File: src/rtl/pipe_control_unit.sv
// Pipelined MIPS main control: decodes the IF/ID instruction, carries the control word through
// ID/EX, EX/MEM and MEM/WB, and detects load-use hazards.
module pipe_control_unit #(
  parameter int unsigned ALUOP_W = 4,
  parameter int unsigned REG_W   = 5
) (
  input  logic               Clk,
  input  logic               Rst,
  input  logic [31:0]        Instruction,
  input  logic               InstrValid,
  input  logic               Flush,
  output logic               Stall,
  output logic               EX_RegDst,
  output logic               EX_ALUSrc,
  output logic               EX_ZeroExt,
  output logic               EX_Branch,
  output logic               EX_BranchNe,
  output logic [ALUOP_W-1:0] EX_ALUOp,
  output logic               EX_IllegalOp,
  output logic               MEM_MemRead,
  output logic               MEM_MemWrite,
  output logic               WB_RegWrite,
  output logic               WB_MemtoReg,
  output logic [REG_W-1:0]   WB_WriteReg
);

  typedef struct packed {
    logic               regdst;
    logic               alusrc;
    logic               zeroext;
    logic               branch;
    logic               branchne;
    logic [ALUOP_W-1:0] aluop;
    logic               illegal;
    logic               memread;
    logic               memwrite;
    logic               regwrite;
    logic               memtoreg;
    logic [REG_W-1:0]   wreg;
  } ctrl_t;

  logic [5:0]       opcode;
  logic [REG_W-1:0] rs, rt, rd;
  logic [3:0]       aluop4;
  logic             use_rs, use_rt;
  logic             hazard, bubble;
  ctrl_t            id_ctrl, idex_d, idex_q;

  logic             exmem_memread_q, exmem_memwrite_q, exmem_regwrite_q, exmem_memtoreg_q;
  logic [REG_W-1:0] exmem_wreg_q;
  logic             memwb_regwrite_q, memwb_memtoreg_q;
  logic [REG_W-1:0] memwb_wreg_q;

  logic unused_instr_bits;
  assign unused_instr_bits = ^Instruction[10:0];

  assign opcode = Instruction[31:26];
  assign rs     = REG_W'(Instruction[25:21]);
  assign rt     = REG_W'(Instruction[20:16]);
  assign rd     = REG_W'(Instruction[15:11]);

  always_comb begin
    id_ctrl = '0;
    aluop4  = 4'b0000;
    use_rs  = 1'b1;
    use_rt  = 1'b0;
    case (opcode)
      6'b000000: begin id_ctrl.regdst = 1'b1; aluop4 = 4'b0010; id_ctrl.regwrite = 1'b1;
                       use_rt = 1'b1; end
      6'b011100: begin id_ctrl.regdst = 1'b1; aluop4 = 4'b1000; id_ctrl.regwrite = 1'b1;
                       use_rt = 1'b1; end
      6'b001000,
      6'b001001: begin id_ctrl.alusrc = 1'b1; id_ctrl.regwrite = 1'b1; end
      6'b001100: begin id_ctrl.alusrc = 1'b1; id_ctrl.zeroext = 1'b1; aluop4 = 4'b0011;
                       id_ctrl.regwrite = 1'b1; end
      6'b001101: begin id_ctrl.alusrc = 1'b1; id_ctrl.zeroext = 1'b1; aluop4 = 4'b0100;
                       id_ctrl.regwrite = 1'b1; end
      6'b001110: begin id_ctrl.alusrc = 1'b1; id_ctrl.zeroext = 1'b1; aluop4 = 4'b0101;
                       id_ctrl.regwrite = 1'b1; end
      6'b001010: begin id_ctrl.alusrc = 1'b1; aluop4 = 4'b0110; id_ctrl.regwrite = 1'b1; end
      6'b001011: begin id_ctrl.alusrc = 1'b1; aluop4 = 4'b0111; id_ctrl.regwrite = 1'b1; end
      6'b100011: begin id_ctrl.alusrc = 1'b1; id_ctrl.memread = 1'b1; id_ctrl.memtoreg = 1'b1;
                       id_ctrl.regwrite = 1'b1; end
      6'b101011: begin id_ctrl.alusrc = 1'b1; id_ctrl.memwrite = 1'b1; use_rt = 1'b1; end
      6'b000100: begin aluop4 = 4'b0001; id_ctrl.branch = 1'b1; use_rt = 1'b1; end
      6'b000101: begin aluop4 = 4'b0001; id_ctrl.branch = 1'b1; id_ctrl.branchne = 1'b1;
                       use_rt = 1'b1; end
      default:   begin id_ctrl.illegal = 1'b1; use_rs = 1'b0; end
    endcase
    id_ctrl.aluop = ALUOP_W'(aluop4);
    id_ctrl.wreg  = id_ctrl.regdst ? rd : rt;
    // Writes to $zero are architectural no-ops; dropping them also keeps them out of hazards.
    if (id_ctrl.wreg == '0) id_ctrl.regwrite = 1'b0;
  end

  assign hazard = InstrValid & idex_q.memread & (idex_q.wreg != '0) &
                  ((use_rs & (idex_q.wreg == rs)) | (use_rt & (idex_q.wreg == rt)));
  assign Stall  = hazard & ~Flush;
  assign bubble = ~InstrValid | Flush | hazard | id_ctrl.illegal;

  always_comb begin
    idex_d = '0;
    if (!bubble) idex_d = id_ctrl;
    // An illegal opcode still reports itself from EX even though it executes as a bubble.
    idex_d.illegal = InstrValid & id_ctrl.illegal & ~Flush;
  end

  always_ff @(posedge Clk) begin
    if (Rst) begin
      idex_q           <= '0;
      exmem_memread_q  <= 1'b0;
      exmem_memwrite_q <= 1'b0;
      exmem_regwrite_q <= 1'b0;
      exmem_memtoreg_q <= 1'b0;
      exmem_wreg_q     <= '0;
      memwb_regwrite_q <= 1'b0;
      memwb_memtoreg_q <= 1'b0;
      memwb_wreg_q     <= '0;
    end else begin
      idex_q           <= idex_d;
      exmem_memread_q  <= idex_q.memread;
      exmem_memwrite_q <= idex_q.memwrite;
      exmem_regwrite_q <= idex_q.regwrite;
      exmem_memtoreg_q <= idex_q.memtoreg;
      exmem_wreg_q     <= idex_q.wreg;
      memwb_regwrite_q <= exmem_regwrite_q;
      memwb_memtoreg_q <= exmem_memtoreg_q;
      memwb_wreg_q     <= exmem_wreg_q;
    end
  end

  assign EX_RegDst    = idex_q.regdst;
  assign EX_ALUSrc    = idex_q.alusrc;
  assign EX_ZeroExt   = idex_q.zeroext;
  assign EX_Branch    = idex_q.branch;
  assign EX_BranchNe  = idex_q.branchne;
  assign EX_ALUOp     = idex_q.aluop;
  assign EX_IllegalOp = idex_q.illegal;
  assign MEM_MemRead  = exmem_memread_q;
  assign MEM_MemWrite = exmem_memwrite_q;
  assign WB_RegWrite  = memwb_regwrite_q;
  assign WB_MemtoReg  = memwb_memtoreg_q;
  assign WB_WriteReg  = memwb_wreg_q;

endmodule

File: config.mk
export PLATFORM = sky130hd
export DESIGN_NAME = pipe_control_unit
export DESIGN_NICKNAME = d
export VERILOG_FILES = /design/src/rtl/pipe_control_unit.sv
export SDC_FILE = /design/constraint.sdc
export NUM_CORES = 1
export LEC_CHECK = 0
export ABC_AREA = 1
export CELL_PAD_IN_SITES_DETAIL_PLACEMENT = 1
export CELL_PAD_IN_SITES_GLOBAL_PLACEMENT = 1
export CORE_MARGIN = 4
export CORE_UTILIZATION = 47
export DETAILED_ROUTE_END_ITERATION = 8
export DONT_BUFFER_PORTS = 1
export PLACE_DENSITY = 0.79
export SLEW_MARGIN = 10
export SYNTH_ARGS = -nofsm -noshare
export SYNTH_HDL_FRONTEND = slang
export SYNTH_SLANG_ARGS = --single-unit
File: constraint.sdc
create_clock -name Clk -period 3.72 [get_ports Clk]
set_input_delay 0.372 -clock Clk [delete_from_list [all_inputs] [get_ports Clk]]
set_output_delay 0.372 -clock Clk [all_outputs]
set_load 0.1 [all_outputs]
* Word-level counts from Yosys, hierarchy flattened
Cells that the tools add are included.
** Operators by class
- Mux-type cells :: 13
- $mul :: 0
- Reductions and logical operators :: 12
- Bitwise gates (word level) :: 14
- Shift-type cells :: 0
- $add $sub $neg :: 0
- Div/mod/pow operators :: 0
- Order comparisons :: 0
- Eq/ne operators :: 14
** Operators with widths (count)
- $eq 6x4->1 const B :: 7
- $pmux 4 s8 :: 1
- $reduce_or 13->1 :: 1
- $eq 6x3->1 const B :: 2
- $eq 6x6->1 const B :: 2
- $mux 1 :: 11
- $eq 5x5->1 :: 2
- $reduce_or 10->1 :: 1
- $reduce_or 9->1 :: 1
- $and 1x1->1 :: 8
- $eq 6x5->1 const B :: 1
- $logic_not 6->1 :: 1
- $reduce_or 2->1 :: 3
- $reduce_or 3->1 :: 2
- $logic_not 5->1 :: 1
- $mux 5 :: 1
- $reduce_bool 5->1 :: 1
- $reduce_or 5->1 :: 1
- $or 1x1->1 :: 4
- $not 1->1 :: 2
** Word-level totals
- Memories kept :: 0
- Bits in writable memories :: 0
- Bits in latches :: 0
- Output and inout bits :: 20
- Register bits :: 33
- Bits in read-only memories :: 0

* Logic depth before layout (Yosys ltp)
- Depth in word-level cells :: 9
- Gate-level depth with buffers :: 13

* Worst setup path after synthesis
No wires, ideal clock.
- Kind :: input to output
- From :: input port Instruction[31]
- To :: output port Stall
- Setup slack :: 0.944 ns
- Arrival :: 2.404 ns
- Cell stages on the path :: 11
- Cells stage by stage :: nor2_4 -> inv_2 -> nor2_4 -> nand2_1 -> inv_2 -> nor2_4 -> nand2_2 -> nand2_1 -> nand2_1 -> nand2_2 -> nor2_1
** On the way
- Cells in the longest elaborated chain, start to end :: 7
- Elaborated cells on any way between the ends :: 22
** Ends and longest elaborated chain
- start, declared :: RTL line 9 : input logic [31:0] Instruction,
- $eq 6x3->1 (tied with other cells) :: RTL line 67 : case (opcode)
- $reduce_or 13->1 (no source line) / $reduce_or 5->1 (equally long branches)
- $mux 1 :: RTL line 67
- $and 1x1->1 :: RTL line 97 : ((use_rs & (idex_q.wreg == rs)) | (use_rt & (idex_q.wreg == rt)));
- $or 1x1->1 (*) :: RTL line 97
- $and 1x1->1 (*) :: RTL line 96 : assign hazard = InstrValid & idex_q.memread & (idex_q.wreg != '0) &
- $and 1x1->1 (*) :: RTL line 98 : assign Stall = hazard & ~Flush;
- end, declared :: RTL line 12 : output logic Stall,
Every way passes the cells marked *; elsewhere a longest branch is shown, timed or not.

* Final worst setup path
- From :: register idex_q[4] in the netlist's numbering
- To :: output port Stall
** On the way
- Cells in the longest elaborated chain, start to end :: 5
- Elaborated cells on any way between the ends :: 9
** Ends and longest elaborated chain
- start, declared :: RTL line 47 : ctrl_t id_ctrl, idex_d, idex_q;
- start signal, assigned :: RTL line 120 : idex_q <= idex_d;
- $eq 5x5->1 :: RTL line 97
- $and 1x1->1 :: RTL line 97
- $or 1x1->1 :: RTL line 97
- $and 1x1->1 (*) :: RTL line 96
- $and 1x1->1 (*) :: RTL line 98
Marks and branches as above.

==> run_results.csv <==
group,metric,value,unit
status,status,"complete, no violations",
route,via_per_inst,4.89,
placement,io_buffers,0,
timing,rsz0062_at_grt,"false",
critical_path,crit_path_start,"idex_q[4]$_SDFF_PP0_",
cts,cts_setup_buffers,0,
final_layout,antenna_cells,0,
timing,fin_setup_tns,0,ps
timing,max_slew_margin,36.0,%
synthesis,ys_seq_area_share,43.6,%
cts,cts_buffers,5,
min_path,min_from,"Rst",
final_layout,nFillCells,390,
floorplanning,die_w,64.8,um
cts,htree_levels,2,
global_route,grt_max_degree,18,
synthesis,synth_edf_count,0,
cts,insertion_delay,330,ps
global_route,grt_pass1_vias,1227,
critical_path,worstPathRequired,3350,ps
timing,max_freq,466,MHz
final_layout,final_area,1610,um^2
cts,cts_sinks,33,
timing,setup_viol,0,
timing,fin_crit,2150,ps
cts,cts.repair.resized,0,
power,p_total,0.680,mW
final_layout,areaGrowthSynthToFinish,5.86,%
route,wire_per_inst,13.6,um
synthesis,ys_async_sr_fraction,0,%
final_layout,final_util,52.2,%
final_layout,final_cell_mix,"dfxtp_1 (33), inv_1 (28), nor2_1 (28), nand2_1 (23), nor2_2 (11)",
final_layout,fin_cells,236,
final_layout,fin_nets,227,
cts,cts-hold-fix-buffers,0,
global_route,gr-usage-all-layers,17.1,%
route,drc_errors,0,
timing,hold_violations,0,
cts,cts_root_buf,"clkbuf_4",
final_layout,final-seq-area,661,um^2
placement,placed_area,1520,um^2
placement,dp_hpwl,2.64,mm
floorplanning,placementRows,20,
critical_path,critical_path.max_fanout,4,
timing,worst_pin_slew,959,ps
critical_path,cp-end-kind,"output port",
synthesis,syn_inst,190,
timing,finalCritPeriodShare,57.7,%
synthesis,yosysUniqueCellTypes,28,
power,ir_drop,204,uV
synthesis,netlist_area,1520,um^2
floorplanning,chipHeight,64.8,um
route,vias,1155,
job,drv_cap,0,
synthesis,syn_nets,226,
critical_path,cp.arrival,1770,ps
floorplanning,die_area,4200,um^2
global_route,overflow,0,
global_route,grt_pass1_wl,5.47,mm
timing,skew,10.4,ps
final_layout,multiInputGateArea,669,um^2
synthesis,ys_warn_count,0,
critical_path,timing.rr.start,"idex_q[4]$_SDFF_PP0_",
synthesis,avgSynthCellArea,7.98,um^2
route,wl,3.22,mm
floorplanning,core_area,3080,um^2
route,firstDrtPassIters,4,
cts,clock_path_buffers,2,
synthesis,ys_ff_latch,33,
min_path,hold_class,"input pin to flip-flop",
global_route,grt_antenna_before_repair,0,
synthesis,ys.flop_type,"dfxtp_1",
cts,tritoncts,"done",
power,p_per_area,423,nW/um^2
route,drtIter0Drc,29,
final_layout,drive_gt1_share,23.4,%
floorplanning,start_util,49.3,%
final_layout,layout_commonest_cell,"dfxtp_1",
floorplanning,io_pins,56,
cts,cts.clk_slew.worst_paths,100,ps
timing,slew_violations,0,
placement,place_inst,228,
route,ant_nets,0,
critical_path,critPathKind,"flip-flop to output port",
placement,gp_congestion,0.831,
critical_path,worst_setup_path_start_kind,"flip-flop",
power,p_leak,0.662,nW
-- flip-flops by register name, indices dropped and copies added (netlist names) --
signal	count
EX_ALUOp	4
idex_q	8
WB_WriteReg	5
MEM_MemWrite	1
EX_ZeroExt	1
EX_Branch	1
exmem_wreg_q	5
WB_MemtoReg	1
exmem_regwrite_q	1
WB_RegWrite	1
EX_ALUSrc	1
EX_BranchNe	1
EX_IllegalOp	1
EX_RegDst	1
exmem_memtoreg_q	1
-- final timing paths --
check | end | slack [ps] | depth (start not counted)
setup / recovery | Stall | 1570 | 8
hold / removal | exmem_regwrite_q$_SDFF_PP0_ | 100 | 1
setup reg to reg | EX_ALUOp[3]$_SDFF_PP0_ | 2230 | 8
hold reg to reg | WB_WriteReg[1]$_SDFF_PP0_ | 420 | 2
-- cell usage after synthesis, types with 2 or more instances --
master,n,area [um^2]
nor2_4,7,78.8
nand3_1,9,45.0
nand2_1,23,86.3
o21ai_0,5,25.0
xnor2_1,5,43.8
nand3_2,4,40.0
xor2_1,3,26.3
nor3_1,3,15.0
inv_1,28,105
inv_2,6,22.5
nor2_2,10,62.6
nor2_1,29,109
nand2_2,6,37.5
dfxtp_1,33,661
buf_4,5,37.5
nand4_1,2,12.5
-- layer usage --
layer	global-route usage, %	wire length [um]	vias up
met1	20.1	1390	540
li1	-	-	574
met4	6.07	43	0
met5	0	0	-
met2	29.0	1590	35
met3	5.37	192	6
-- report_power, final --
group          switching [mW]  internal, mW
Combinational          0.0265        0.0156
Clock                   0.115         0.160
Sequential            0.00746         0.355
Total                   0.149         0.531
-- logic make-up after synthesis --
kind of cell / synth area share [%]
xor+xnor: 4.62
compound gates: 5.12
simple gates: 34.2
buf+inv: 12.5
flops: 43.6
-- critical path: stages (launching register included) --
cell and delay, ps:
dfxtp_1 450, xnor2_1 150, nand2_1 60, nor3_1 170, nand2_1 70, nand2_1 80, nand2_2 80, nor2_2 90
buf_4 290
-- per-stage QoR --
step / hold slack (ps) / worst slack [ps]
floorplan: 388 / 944
global placement: 391 / 1680
detailed placement: 404 / 1640
CTS: 87.1 / 1560
global route: 71.6 / 1460
finish: 101 / 1570
-- area by class of cell --
type / instances / share of cell area [%]
multi-input combinational: 116 / 41.7
inverter: 34 / 7.95
timing repair buffer: 1 / 0.468
clock buffer: 7 / 3.43
clock inverter: 1 / 1.87
tap: 44 / 3.43
sequential: 33 / 41.2
Note: power is estimated with default switching activity, not from simulation.
